`src/rtl/skew_feeder_pkg.sv`:
```
// skew_feeder shared types: feeder FSM state and element width.
// Imported by skew_feeder and skew_delay_line.
package skew_feeder_pkg;

  localparam int NUM_BITS = 8;

  typedef enum logic [1:0] {
    IDLE   = 2'd0,
    STREAM = 2'd1,
    DRAIN  = 2'd2
  } feeder_state_t;

endpackage

```
`src/rtl/skew_delay_line.sv`:
```
// skew_delay_line: DEPTH-stage {valid, data} shift chain.
// en_i low holds every stage; async active-high reset clears it.
module skew_delay_line
  import skew_feeder_pkg::*;
#(
  parameter int DEPTH = 1,
  parameter int WIDTH = 8
) (
  input  logic             clk_i,
  input  logic             rst_i,
  input  logic             en_i,
  input  logic             valid_i,
  input  logic [WIDTH-1:0] data_i,
  output logic             valid_o,
  output logic [WIDTH-1:0] data_o
);

  localparam int W1 = WIDTH + 1;
  localparam int SW = DEPTH * W1;

  logic [SW-1:0] sr_q;

  // shift a new {valid, data} word in at the bottom each enabled cycle
  always_ff @(posedge clk_i or posedge rst_i) begin
    if (rst_i) begin
      sr_q <= '0;
    end else if (en_i) begin
      sr_q <= (sr_q << W1) | SW'({valid_i, data_i});
    end
  end

  assign {valid_o, data_o} = sr_q[SW-1 -: W1];

endmodule

```
`src/rtl/skew_feeder.sv`:
```
// skew_feeder: diagonal-skew input feeder for the systolic array.
// Optional stall input enabled by defining SKEW_FEEDER_STALL_EN.
module skew_feeder #(
  parameter int NUM_BITS = skew_feeder_pkg::NUM_BITS,
  parameter int ROWS     = 4
) (
  input  logic                     clk_i,
  input  logic                     rst_i,
`ifdef SKEW_FEEDER_STALL_EN
  input  logic                     stall_i,
`endif
  input  logic                     in_valid_i,
  output logic                     in_ready_o,
  input  logic [ROWS*NUM_BITS-1:0] in_data_i,
  input  logic                     in_last_i,
  output logic [ROWS*NUM_BITS-1:0] left_o,
  output logic [ROWS-1:0]          lane_valid_o,
  output logic                     busy_o,
  output logic                     done_o
);

  import skew_feeder_pkg::*;

  localparam int CW = $clog2(ROWS) + 1;
  localparam logic [CW-1:0] CNT_INIT = CW'(ROWS - 1);

  feeder_state_t state_q;
  feeder_state_t state_d;
  logic [CW-1:0] cnt_q;
  logic          adv;
  logic          accept;
  logic          cnt_zero;

`ifdef SKEW_FEEDER_STALL_EN
  assign adv = ~stall_i;
`else
  assign adv = 1'b1;
`endif

  assign in_ready_o = (state_q != DRAIN) & adv;
  assign accept     = in_valid_i & in_ready_o;
  assign cnt_zero   = (cnt_q == '0);
  assign busy_o     = (state_q != IDLE);
  assign done_o     = (state_q == DRAIN) & cnt_zero & adv;

  // next-state decode for IDLE/STREAM/DRAIN
  always_comb begin
    state_d = state_q;
    unique case (1'b1)
      (state_q == DRAIN): begin
        if (cnt_zero) state_d = IDLE;
      end
      (state_q == IDLE),
      (state_q == STREAM): begin
        if (accept) state_d = in_last_i ? DRAIN : STREAM;
      end
      default: state_d = IDLE;
    endcase
  end

  // state and drain counter; both freeze while stalled
  always_ff @(posedge clk_i or posedge rst_i) begin
    if (rst_i) begin
      state_q <= IDLE;
      cnt_q   <= '0;
    end else if (adv) begin
      state_q <= state_d;
      if (accept && in_last_i) begin
        cnt_q <= CNT_INIT;
      end else if (state_q == DRAIN && !cnt_zero) begin
        cnt_q <= cnt_q - 1'b1;
      end
    end
  end

  for (genvar r = 0; r < ROWS; r++) begin : g_lane
    logic                v;
    logic [NUM_BITS-1:0] d;
    logic [NUM_BITS-1:0] din;

    assign din = accept ? in_data_i[r*NUM_BITS +: NUM_BITS] : '0;

    skew_delay_line #(
      .DEPTH (r + 1),
      .WIDTH (NUM_BITS)
    ) u_dl (
      .clk_i   (clk_i),
      .rst_i   (rst_i),
      .en_i    (adv),
      .valid_i (accept),
      .data_i  (din),
      .valid_o (v),
      .data_o  (d)
    );

    assign lane_valid_o[r] = v;
    assign left_o[r*NUM_BITS +: NUM_BITS] = v ? d : '0;
  end

endmodule

```
`config.mk`:
```
export PLATFORM = sky130hd
export DESIGN_NAME = skew_feeder
export DESIGN_NICKNAME = d
export VERILOG_FILES = /design/src/rtl/skew_feeder_pkg.sv /design/src/rtl/skew_delay_line.sv /design/src/rtl/skew_feeder.sv
export SDC_FILE = /design/constraint.sdc
export NUM_CORES = 1
export LEC_CHECK = 0
export ABC_CLOCK_PERIOD_IN_PS = 3700
export CAP_MARGIN = 40
export CORE_ASPECT_RATIO = 1.4
export CORE_MARGIN = 4
export CORE_UTILIZATION = 30
export DETAILED_ROUTE_END_ITERATION = 10
export GPL_TIMING_DRIVEN = 1
export PLACE_DENSITY = 0.55
export RECOVER_POWER = 100
export SKIP_CTS_REPAIR_TIMING = 1
export SYNTH_ARGS = -nofsm -noshare
export SYNTH_HDL_FRONTEND = slang
export SYNTH_SLANG_ARGS = --single-unit
```
`constraint.sdc`:
```
create_clock -name clk_i -period 3.7 [get_ports clk_i]
set_clock_uncertainty 0.05 [all_clocks]
set_input_delay 0.74 -clock clk_i [delete_from_list [all_inputs] [get_ports clk_i]]
set_output_delay 0.74 -clock clk_i [all_outputs]
set_load 0.03 [all_outputs]
```
==> out/results.tsv, run 1 <==
metric	value	unit
die area	11200	sq um
clock power share	0.367	
core area	9410	sq um
Num CTS Buffers	9	
Cells after DPL	366	
Synth area leaders	dfrtp_1, and2_1, and3_1	
largest family of logic cells by synthesized area	simple AND/OR/NAND/NOR gates	
antenna-violating nets left	0	
first-pass GRT wire length	7960	um
Yosys reg bits	89	
gr ovfl total	0	
post-synth top area cell	dfrtp_1	
die width	90.7	um
Detailed Route Iter0 Violations	73	
Synth Cell Area	2870	sq um
Seq pwr share	0.458	
Longest Clk Path Bufs	2	
# IOs	75	
Skew-Pair Late Insertion Delay	0.33	ns
Core Rows	42	
initial core utilization	0.305	
TNS Setup	0	ns
CP Class	register to output pin	
final period utilization	0.765	
Root Driver	clkbuf_16	
Worst-Margin Slew	1.54	ns
vias per std cell	4.17	
Seq/Total Area, Yosys	0.776	
most frequent cells in the layout	dfrtp_1, dlygate4sd3_1, clkdlybuf4s50_1	
final hold viol count	0	
leak pwr	0.00205	uW
Post-Synth Simple-Gate Area	0.167	
via count	1589	
layout cells sized above 1	0.0701	
largest net degree at the start of global routing	57	
Port-buffer cells	74	
worst-path fanout max	38	
Synth Area in XOR/XNOR	0	
Pwr Density	648	nW/um^2
Worst R2R Setup Slack	2.31	ns
WP data required	2.91	ns
failing checks	capacitance limit, slew limit	
post-synth cell types	22	
ant diodes	0	
RSZ-0062 raised after global routing	false	
Layout fillers	856	
CTS Sinks	89	
run status	finished with violations	
Sw Ratio	0.259	
mux cell area share after synthesis	0.00349	
Crit Reg-Reg Startpoint	state_q[1]	
area share of fa/ha/maj cells after synthesis	0.00871	
area growth from synthesis to layout	40.0	%
gr usage total	0.0968	
r2r worst-path depth	4	
vias in the first global route	1609	
VDD IR max	0.253	mV
Hold Path Origin	g_lane[3].u_dl.sr_q[1]	
post-synthesis cell count	191	
CP endpoint kind	output pin	
post-route insts no fill	381	
relative slew slack	-0.0348	
Net Sw Power	676	uW
First-pass DRT Iterations	2	
die height	124	um
Power Total	2600	uW
Avg Cell Area, Syn	15.0	sq um
initial antenna violation count	0	
Pins Over Slew Limit	34	
TritonCTS clock tree	built	
wire per inst	12.8	um
Comb power frac	0.175	
MaxCap Viol Count	1	
Residual DRC	0	
syn_nets	229	
Nets	305	
min Tclk post-route	2.83	ns
synth warn	0	
Hold Path Depth	0	
Max Clk Rate	353	MHz
most common cell after layout, fill and taps aside	dfrtp_1	
final WL	4870	um
Clock Pin Slew Worst Setup and Hold Paths	0.06	ns
hpwl dp	3210	um
internal power	1930	uW
critical path startpoint	state_q[1]	
CP Launch Type	register	
Worst Hold Class	register to register	
endpoints failing setup	0	
arrival time at the worst endpoint	2.04	ns
RD Place Congestion	0.631	
Synth top area share	0.776	
H-tree levels	3	
compound-cell area share of the yosys netlist	0.0113	
## final timing paths
check	endpoint
setup / recovery	done_o
hold / removal	g_lane[3].u_dl.sr_q[10]
setup reg to reg	state_q[1]
hold reg to reg	g_lane[3].u_dl.sr_q[10]
max in group asynchronous	g_lane[1].u_dl.sr_q[5]
min in group asynchronous	g_lane[3].u_dl.sr_q[31]
## power groups by stage
stage	Sequential [uW]	Clock, uW	Combinational (uW)
floorplan	1190	0	339
global placement	1210	0	478
detailed placement	1210	0	487
CTS	1200	982	489
global route	1220	1030	501
finish	1190	956	456
## sequential cells by signal (all words and copies together) (netlist names)
signal            cells
state_q               2
g_lane.u_dl.sr_q     84
cnt_q                 3
## through the flow
step                hold slack, ns   util  cell area, sq um  setup slack [ns]
floorplan                    0.281      -              2870             0.603
finish                       0.294  0.427              4020             0.868
global placement             0.281  0.391              3680              1.24
detailed placement           0.285  0.394              3700              1.23
CTS                          0.298  0.428              4030             0.851
global route                 0.302  0.427              4020             0.708
## critical path: stages (launching register included)
cell           delay, ns
dfrtp_1             0.40
nor2b_4             0.15
inv_2               0.36
nor2_1              0.09
dlygate4sd3_1       0.70
## routing by layer
metal / track usage / part of all wire / vias up
met5: 0 / 0 / -
met4: 0.0747 / 0.031 / 0
met3: 0.0471 / 0.095 / 12
met2: 0.150 / 0.50 / 54
met1: 0.102 / 0.37 / 763
li1: - / - / 760
## kinds of logic (layout without fill, tap and decap cells)
logic type	Yosys count	in the layout
adders and majority gates	2	2
and+or+nand+nor	78	78
DFF	89	89
buffers and inverters	15	95
AOI/OAI and AO/OA	6	6
muxes	1	1
## synth_stat cells
master    instances
dfrtp_1          89
and2_1           34
and3_1           32
buf_4             4
clkbuf_1          4
o21ai_0           4
inv_1             3
nand2_1           3
buf_6             2
ha_1              2
nor2_1            2
nor3_1            2
a21oi_1           1
buf_8             1
inv_2             1
mux2i_1           1
nand2b_1          1
nand3_1           1
nor2b_1           1
nor2b_4           1
o211ai_1          1
or2_2             1
## layout make-up
cell class | count | area (sq um) | area share
flip-flops and latches | 89 | 2230 | 0.554
repair buffers | 76 | 772 | 0.192
multi-input cells | 87 | 547 | 0.136
clock buffers | 11 | 243 | 0.0604
well taps | 110 | 138 | 0.0342
clock inverters | 4 | 77.6 | 0.0193
inverters | 4 | 16.3 | 0.00405
Power figures use the tool's default switching activity.
==> run 2, diff against run 1 <==
Settings changed: ABC_CLOCK_PERIOD_IN_PS 3700 to 2350, PLACE_DENSITY 0.55 to 0.57.
Clock period 3.7 ns to 2.35 ns, I/O delays scaled along.
==> out/results.tsv, run 2 (synthesis gave the netlist of run 1 again) <==
metric	value	unit	change
CP Class	register to output pin		
Detailed Route Iter0 Violations	64		-12%
most common cell after layout, fill and taps aside	dfrtp_1		
Skew-Pair Late Insertion Delay	0.33	ns	about the same
post-route insts no fill	385		+1.0%
largest registers	g_lane.u_dl.sr_q x84, cnt_q x3, state_q x2		
die height	124	um	unchanged
die width	90.7	um	unchanged
Core Rows	42		unchanged
Clock Pin Slew Worst Setup and Hold Paths	0.06	ns	about the same
hpwl dp	3440	um	+7.0%
arrival time at the worst endpoint	1.75	ns	-0.29 ns
vias per std cell	4.18		+0.14%
Cells after DPL	369		+0.82%
Port-buffer cells	74		unchanged
die area	11200	sq um	unchanged
Nets	308		+0.98%
min Tclk post-route	2.27	ns	
largest net degree at the start of global routing	64		+12%
worst-path fanout max	3		-92%
final WL	4830	um	-0.82%
wire per inst	12.5	um	-1.9%
Worst R2R Setup Slack	0.75	ns	-1.56 ns
WP data required	1.83	ns	-1.08 ns
critical path startpoint	state_q[0]		
Longest Clk Path Bufs	2		unchanged
cell area after placement	3720	sq um	+0.44%
ant diodes	0		unchanged
First-pass DRT Iterations	4		+2
# IOs	75		unchanged
relative slew slack	0.0910		+0.126
layout cells sized above 1	0.0800		+0.00989
Finished Cell Area	4010	sq um	-0.19%
final hold viol count	0		unchanged
RR Endpoint	state_q[1]		
Largest register FFs	84		unchanged
Pins Over Slew Limit	0		-100%
Num CTS Buffers	9		unchanged
Hold Path Depth	0		unchanged
Residual DRC	0		unchanged
r2r worst-path depth	5		+1
Pwr Density	1030	nW/um^2	+59%
gr ovfl total	0		unchanged
via count	1608		+1.2%
Worst Hold Class	register to register		
Hold Path Origin	g_lane[2].u_dl.sr_q[4]		
H-tree levels	3		unchanged
leak pwr	0.00200	uW	-2.6%
first-pass GRT wire length	8310	um	+4.4%
final period utilization	0.966		
Root Driver	clkbuf_16		
TritonCTS clock tree	built		
Endpoint, Worst Hold	g_lane[2].u_dl.sr_q[13]		
antenna-violating nets left	0		unchanged
Crit Reg-Reg Startpoint	state_q[1]		
Max Clk Rate	441	MHz	
VDD IR max	0.429	mV	+70%
gr usage total	0.0981		+0.00132
vias in the first global route	1760		+9.4%
area growth from synthesis to layout	39.7	%	
CP endpoint kind	output pin		
Worst-Margin Slew	1.36	ns	-0.180 ns
most frequent cells in the layout	dfrtp_1, clkdlybuf4s50_1, and3_1		
MaxCap Viol Count	0		-1
RSZ-0062 raised after global routing	false		
TNS Setup	0	ns	unchanged
core area	9410	sq um	unchanged
run status	finished, final reports clean		
Largest Register	g_lane.u_dl.sr_q		
initial antenna violation count	0		unchanged
CP Launch Type	register		
CTS Sinks	89		unchanged
RD Place Congestion	0.645		+2.1%
initial core utilization	0.305		unchanged
endpoints failing setup	0		unchanged
## run 2: changes by cell type in the layout (fill, tap and decap cells not counted), moves of 2 or more
cell,delta
dlygate4sd3_1,-14
and2_0,+13
and2_1,-13
clkdlybuf4s50_1,+13
clkbuf_1,+2
clkinv_2,+2
clkinv_4,-2
inv_6,+2
## run 2: critical path: stages (launching register included)
cell and delay (ns):
dfrtp_1 0.42, or2_2 0.31, dlygate4sd3_1 0.70
## run 2: worst max path at each step
stage	endpoint	slack [ns]	depth (start not counted)
global route	g_lane[0].u_dl.sr_q[6]	0.03	3
CTS	done_o	-0.05	5
finish	busy_o	0.08	2
global placement	done_o	0.36	5
floorplan	done_o	0.55	5
detailed placement	done_o	0.32	5
## run 2: power by group
group	internal [uW]	leakage (uW)	switching, uW
clock network	963	0.000163	556
registers	1780	0.00116	102
logic	308	0.000679	424
## run 2: area by class of cell
| cell class | count | area [sq um] |
|---|---|---|
| clock inverters | 6 | 87.6 |
| well taps | 110 | 138 |
| flip-flops and latches | 89 | 2230 |
| clock buffers | 10 | 239 |
| multi-input cells | 87 | 547 |
| inverters | 4 | 18.8 |
| repair buffers | 79 | 756 |
| fillers | 882 | 5390 |
## run 2: routing by layer
layer | vias to the layer above | track usage | share of wire
met5 | - | 0 | 0
met4 | 0 | 0.0479 | 0.015
met3 | 6 | 0.0586 | 0.11
met2 | 54 | 0.158 | 0.50
met1 | 779 | 0.102 | 0.38
li1 | 769 | - | -
## run 2: through the flow
stage / hold WS, ns / util / worst slack [ns] / power (uW)
4_1_cts: 0.295 / 0.430 / -0.0501 / 4240
2_1_floorplan: 0.281 / - / 0.553 / 2410
6_report: 0.291 / 0.427 / 0.0800 / 4130
3_3_place_gp: 0.282 / 0.396 / 0.362 / 2670
3_5_place_dp: 0.285 / 0.396 / 0.315 / 2700
5_1_grt: 0.292 / 0.427 / 0.0274 / 4360
